$ cat src/rtl/cmd_frame_decode.sv
// cmd_frame_decode: parses UART byte frames into write-FIFO pushes and SDRAM
// write/read triggers.
//
// A frame is one command byte. WR_CMD is followed by PAYLOAD_LEN payload bytes,
// which are pushed into the write FIFO. RD_CMD stands alone. Any other byte in
// IDLE is reported on frame_err.
//
// Optional build macro CMD_FRAME_CHKSUM_EN:
//   When defined, a write frame ends with one checksum byte. That byte must equal
//   the XOR of the payload bytes before wr_trig is issued.
//   When undefined, wr_trig follows the last payload push.
//
// Valid/ready semantics: there is no backpressure on the input side.
// - uart_flag is a one-cycle strobe and uart_data is valid only in that cycle.
// - wfifo_full is sampled only in the cycle a payload byte arrives. A full FIFO
//   aborts the frame instead of stalling it.
// - Every output is registered. A response appears one cycle after the byte that
//   caused it. The exception is wr_trig without the checksum, which appears one
//   cycle after the last push.
module cmd_frame_decode #(
  parameter int         PAYLOAD_LEN = 4,
  parameter logic [7:0] WR_CMD      = 8'h55,
  parameter logic [7:0] RD_CMD      = 8'hAA,
  parameter int         TIMEOUT_CYC = 50000
) (
  input  logic       clk,
  input  logic       rst,
  input  logic       uart_flag,
  input  logic [7:0] uart_data,
  input  logic       wfifo_full,
  output logic       wfifo_wr_en,
  output logic [7:0] wfifo_data,
  output logic       wfifo_clr,
  output logic       wr_trig,
  output logic       rd_trig,
  output logic       frame_err,
  output logic       busy
);

  localparam int CW = $clog2(PAYLOAD_LEN + 1);
  localparam int TW = (TIMEOUT_CYC > 1) ? $clog2(TIMEOUT_CYC + 1) : 1;
  localparam bit TO_EN = (TIMEOUT_CYC > 0);
  localparam logic [CW-1:0] LAST_IDX = CW'(PAYLOAD_LEN - 1);
  // to_q counts cycles since the last byte strobe, so expiry is checked one
  // cycle early. The registered error then lands exactly TIMEOUT_CYC cycles
  // after that strobe.
  localparam logic [TW-1:0] TO_LIMIT = TO_EN ? TW'(TIMEOUT_CYC - 1) : '0;

  // WR_DONE is a one-cycle gap so that wr_trig trails the last FIFO push.
  // A strobe in that single cycle is dropped: the UART cannot deliver bytes
  // that closely together.
`ifdef CMD_FRAME_CHKSUM_EN
  typedef enum logic [1:0] {IDLE, WR_DATA, WR_DONE, CHK} state_t;
`else
  typedef enum logic [1:0] {IDLE, WR_DATA, WR_DONE} state_t;
`endif

  state_t        state_q, state_d;
  logic [CW-1:0] cnt_q, cnt_d;
  logic [TW-1:0] to_q, to_d;
`ifdef CMD_FRAME_CHKSUM_EN
  logic [7:0]    xor_q, xor_d;
`endif

  logic       wr_en_d;
  logic [7:0] data_d;
  logic       clr_d;
  logic       wr_trig_d;
  logic       rd_trig_d;
  logic       err_d;
  logic       busy_d;
  logic       timed_out;

  // Timeout expires when no strobe arrives in the last allowed cycle.
  assign timed_out = TO_EN && (to_q >= TO_LIMIT);

  // Next-state and next-output logic for the frame parser.
  always_comb begin
    state_d   = state_q;
    cnt_d     = cnt_q;
    to_d      = to_q;
`ifdef CMD_FRAME_CHKSUM_EN
    xor_d     = xor_q;
`endif
    wr_en_d   = 1'b0;
    data_d    = 8'h00;
    clr_d     = 1'b0;
    wr_trig_d = 1'b0;
    rd_trig_d = 1'b0;
    err_d     = 1'b0;

    case (state_q)
      IDLE: begin
        to_d = '0;
        if (uart_flag) begin
          if (uart_data == RD_CMD) begin
            rd_trig_d = 1'b1;
          end else if (uart_data == WR_CMD) begin
            state_d = WR_DATA;
            cnt_d   = '0;
            to_d    = TW'(1);
`ifdef CMD_FRAME_CHKSUM_EN
            xor_d   = 8'h00;
`endif
          end else begin
            err_d = 1'b1;
          end
        end
      end

      WR_DATA: begin
        // A byte arriving in the same cycle as timeout expiry is still accepted.
        if (uart_flag) begin
          to_d = TW'(1);
          if (wfifo_full) begin
            err_d   = 1'b1;
            clr_d   = 1'b1;
            state_d = IDLE;
          end else begin
            wr_en_d = 1'b1;
            data_d  = uart_data;
            cnt_d   = cnt_q + CW'(1);
`ifdef CMD_FRAME_CHKSUM_EN
            xor_d   = xor_q ^ uart_data;
            if (cnt_q == LAST_IDX) state_d = CHK;
`else
            if (cnt_q == LAST_IDX) state_d = WR_DONE;
`endif
          end
        end else if (timed_out) begin
          err_d   = 1'b1;
          clr_d   = 1'b1;
          state_d = IDLE;
        end else if (TO_EN) begin
          to_d = to_q + TW'(1);
        end
      end

      WR_DONE: begin
        wr_trig_d = 1'b1;
        state_d   = IDLE;
        to_d      = '0;
      end

`ifdef CMD_FRAME_CHKSUM_EN
      CHK: begin
        // The checksum byte is compared against the payload XOR and is never pushed.
        if (uart_flag) begin
          to_d    = TW'(1);
          state_d = IDLE;
          if (uart_data == xor_q) begin
            wr_trig_d = 1'b1;
          end else begin
            err_d = 1'b1;
            clr_d = 1'b1;
          end
        end else if (timed_out) begin
          err_d   = 1'b1;
          clr_d   = 1'b1;
          state_d = IDLE;
        end else if (TO_EN) begin
          to_d = to_q + TW'(1);
        end
      end
`endif

      default: begin
        state_d = IDLE;
      end
    endcase

    busy_d = (state_d != IDLE);
  end

  // State, counters and registered outputs. Reset drops any open frame silently.
  always_ff @(posedge clk) begin
    if (rst) begin
      state_q     <= IDLE;
      cnt_q       <= '0;
      to_q        <= '0;
`ifdef CMD_FRAME_CHKSUM_EN
      xor_q       <= 8'h00;
`endif
      wfifo_wr_en <= 1'b0;
      wfifo_data  <= 8'h00;
      wfifo_clr   <= 1'b0;
      wr_trig     <= 1'b0;
      rd_trig     <= 1'b0;
      frame_err   <= 1'b0;
      busy        <= 1'b0;
    end else begin
      state_q     <= state_d;
      cnt_q       <= cnt_d;
      to_q        <= to_d;
`ifdef CMD_FRAME_CHKSUM_EN
      xor_q       <= xor_d;
`endif
      wfifo_wr_en <= wr_en_d;
      wfifo_data  <= data_d;
      wfifo_clr   <= clr_d;
      wr_trig     <= wr_trig_d;
      rd_trig     <= rd_trig_d;
      frame_err   <= err_d;
      busy        <= busy_d;
    end
  end

endmodule

$ cat config.mk
export PLATFORM = sky130hd
export DESIGN_NAME = cmd_frame_decode
export DESIGN_NICKNAME = d
export VERILOG_FILES = /design/src/rtl/cmd_frame_decode.sv
export SDC_FILE = /design/constraint.sdc
export NUM_CORES = 1
export LEC_CHECK = 0
export BUFFER_PORTS_ARGS = -buffer_cell sky130_fd_sc_hd__buf_2
export CAP_MARGIN = 30
export CELL_PAD_IN_SITES_DETAIL_PLACEMENT = 0
export CELL_PAD_IN_SITES_GLOBAL_PLACEMENT = 1
export CORE_UTILIZATION = 38
export DETAILED_ROUTE_END_ITERATION = 16
export PLACE_DENSITY_LB_ADDON = 0.3
export SLEW_MARGIN = 20
export SYNTH_ARGS = -nofsm -noshare
export SYNTH_HDL_FRONTEND = slang
export SYNTH_SLANG_ARGS = --single-unit
$ cat constraint.sdc
create_clock -name clk -period 2.8 [get_ports clk]
set_input_delay 0.28 -clock clk [delete_from_list [all_inputs] [get_ports clk]]
set_output_delay 0.28 -clock clk [all_outputs]
set_load 0.1 [all_outputs]
==> impl_results.md <==
- Outcome: finished, final reports clean
- CTS-repair resized insts: 0
- Vias in the first global route: 1539
- Iteration count of the initial detailed-routing pass: 4
- Sequential-to-total area share from yosys stat: 37.4%
- Critical Path Sink Type: register
- Root buffer cell: clkbuf_8
- R2r setup slk: 540 ps
- TritonCTS Buffers: 5
- Worst r2r src: state_q[1]
- Final worst path period share: 80.8%
- Hold WC Path Type: primary input to register
- Post-synth net total: 231
- Most frequent cells in the layout: 35 x dfxtp_1, 25 x buf_2, 17 x nand2_1
- Dpl ws: 586 ps
- Synth Instances: 212
- Slew headroom: 67.2%
- Area occupied by multi-input gates: 0.00106 mm^2
- Std-Cell Rows: 25
- Drc violations: 0
- Num Clock Sinks: 35
- Avg WL per Cell: 14.0 um
- WHS Endpoint: wfifo_data[2]
- Post-synth top area share: 37.4%
- Initial Util: 39.6%
- Nets: 258
- Fmax: 442 MHz
- Met3 Use GR: 4.17%
- Iter 0 DRT Violations: 112
- Placed cells: 299
- Max_cap viols: 0
- Area delta synth->final: 15.7%
- Max clock buf depth: 2
- RSZ-0062 raised after global routing: false
- First-pass GRT wire length: 7280 um
- Area contributors post-synth: dfxtp_1 37%, ha_1 4.7%, nand3_1 3.7%, o211ai_1 3.6%, o21ai_0 3.5%
- I/O Pins: 26
- Worst-margin pin slew: 489 ps
- Fin. max-slew vios: 0
- Number of synthesized flops with an enable pin: 0
- Reg2reg end: to_q[11]
- Non-Filler Instances: 307
- Total number of vias: 1729
- Die footprint: 0.00521 mm^2
- Hold slack final: 219 ps
- Syn Std Cell Area: 0.00187 mm^2
- Sequential cell area: 701 um^2
- Global route total overflow: 0
- # setup viols final: 0
- Antenna cell count: 0
- Final WL: 4300 um
- Synthesized flop and latch total: 35
- Most used DFF post-synth: dfxtp_1
- Antenna violations before repair: 0
- Hold Crit Depth: 2
- DIE WIDTH: 72.2 um
- GRT met2 Usage: 25.4%
- Yosys warns: 0
- Worst EP arrival: 2460 ps
- CTS Hold Bufs: 0
- Share of cells above drive strength 1: 19.6%
- Setup CP Type: register to register
- Leading area contributor after synthesis: dfxtp_1
- Core Region: 0.00472 mm^2
- Dpl hpwl: 3090 um
- Final WS setup: 538 ps
- GRT Total Usage: 17.7%
- Tmin final: 2260 ps
- Fill cells: 470
- DR vias/cell: 5.63
- Commonest non-fill, non-tap cell in the layout: dfxtp_1
- GRT busiest layer: met1
- Die Height: 72.2 um
- Critical-path maximum fanout: 13
- Syn Area/Cell: 8.83 um^2
- Int Pwr: 0.780 mW
- Final Wtd Congestion: 0.811
- Post-synth ARST share: 0%
- Setup bufs post-CTS: 0
- Switch Pwr: 0.226 mW
- Worst path required time: 3000 ps
- Clk pwr share: 46.9%
- Final Hold Fails: 0
- Setup TNS: 0 ps
- Port Buf Inserts: 25
- Flop pwr share: 49.5%
- Clock Pin Slew Worst Setup and Hold Paths: 90 ps
- Routed Antenna Nets: 0
- Met1 Track Usage GR: 25.6%
- Hold Startpoint: uart_data[2]
- Pwr Density: 465 mW/mm^2
- CP startpoint kind: register
- P_leak: 0.814 nW
- Largest net degree at the start of global routing: 14
- VDD IR max: 0.255 mV
- Synth unique cells: 55
- CTS tree: yes
- Worst-skew pair later-pin latency: 290 ps
- Switch share: 22.5%
- R2R cell count: 6
- Final worst clock skew: 12.9 ps
- H-tree depth: 2
- Combinational Power Share: 3.5%
## layer usage
layer	wire length, um	part of all wire, %
met4	63	1.5
met1	2220	52
met3	195	4.5
met5	0	0
met2	1820	42
## power by group through the flow
| stage | sequential [mW] | clock [mW] | combinational, mW |
|---|---|---|---|
| after floorplan | 0.516 | 0 | 0.0136 |
| after global placement | 0.510 | 0 | 0.0355 |
| after detailed placement | 0.510 | 0 | 0.0349 |
| after CTS | 0.498 | 0.484 | 0.0352 |
| after global routing | 0.499 | 0.504 | 0.0387 |
| final | 0.498 | 0.472 | 0.0356 |
## metrics by stage
step / total power [mW] / cell area [um^2] / util (%)
finish: 1.01 / 2170 / 45.9
floorplan: 0.530 / 1870 / -
detailed placement: 0.545 / 2050 / 43.4
global placement: 0.546 / 2050 / 43.4
CTS: 1.02 / 2170 / 45.9
global route: 1.04 / 2170 / 45.9
## cells in the mapped netlist (5+ instances only)
cell and number:
dfxtp_1 35, nand2_1 17, inv_1 14, nand3_1 14
o21ai_0 13, a31oi_1 10, o211ai_1 9, and2_1 8
ha_1 7, nand4_1 7, a21oi_1 5, nor2_1 5
## cell type report
class                           instances  share of cell area (%)
Inverter                               14                    2.43
Sequential cell                        35                    32.4
Tap cell                               67                    3.87
Clock buffer                            5                    3.18
Timing Repair Buffer                   28                    6.82
Clock inverter                          3                    2.20
Multi-Input combinational cell        155                    49.2
## worst max-delay path, stage by stage, from the launching register on
cell and delay [ps]:
dfxtp_1 440, inv_1 110, ha_1 340, and4bb_2 440, o211a_1 410, nand2_1 150, o311ai_1 270
## worst max-delay path by stage
stage / start / endpoint / slack [ps] / cells past startpoint
after CTS: state_q[1] / to_q[11] / 560 / 6
after detailed placement: state_q[1] / to_q[11] / 590 / 6
after global routing: state_q[1] / to_q[11] / 350 / 6
final: state_q[1] / to_q[11] / 540 / 6
after floorplan: state_q[0] / to_q[12] / 960 / 7
after global placement: state_q[1] / to_q[11] / 680 / 6
## sequential cells by signal, indices dropped and copies added (netlist names), 2 cells and up
register,count
to_q,16
state_q,2
wfifo_data,8
cnt_q,3
## kinds of logic after synthesis
logic type | after synthesis | synth area share (%)
and+or+nand+nor | 85 | 27.8
buffers and inverters | 22 | 5.68
adders and majority gates | 7 | 4.68
DFF | 35 | 37.4
muxes | 2 | 1.07
AOI/OAI and AO/OA | 61 | 23.3
Power figures use the tool's default switching activity.
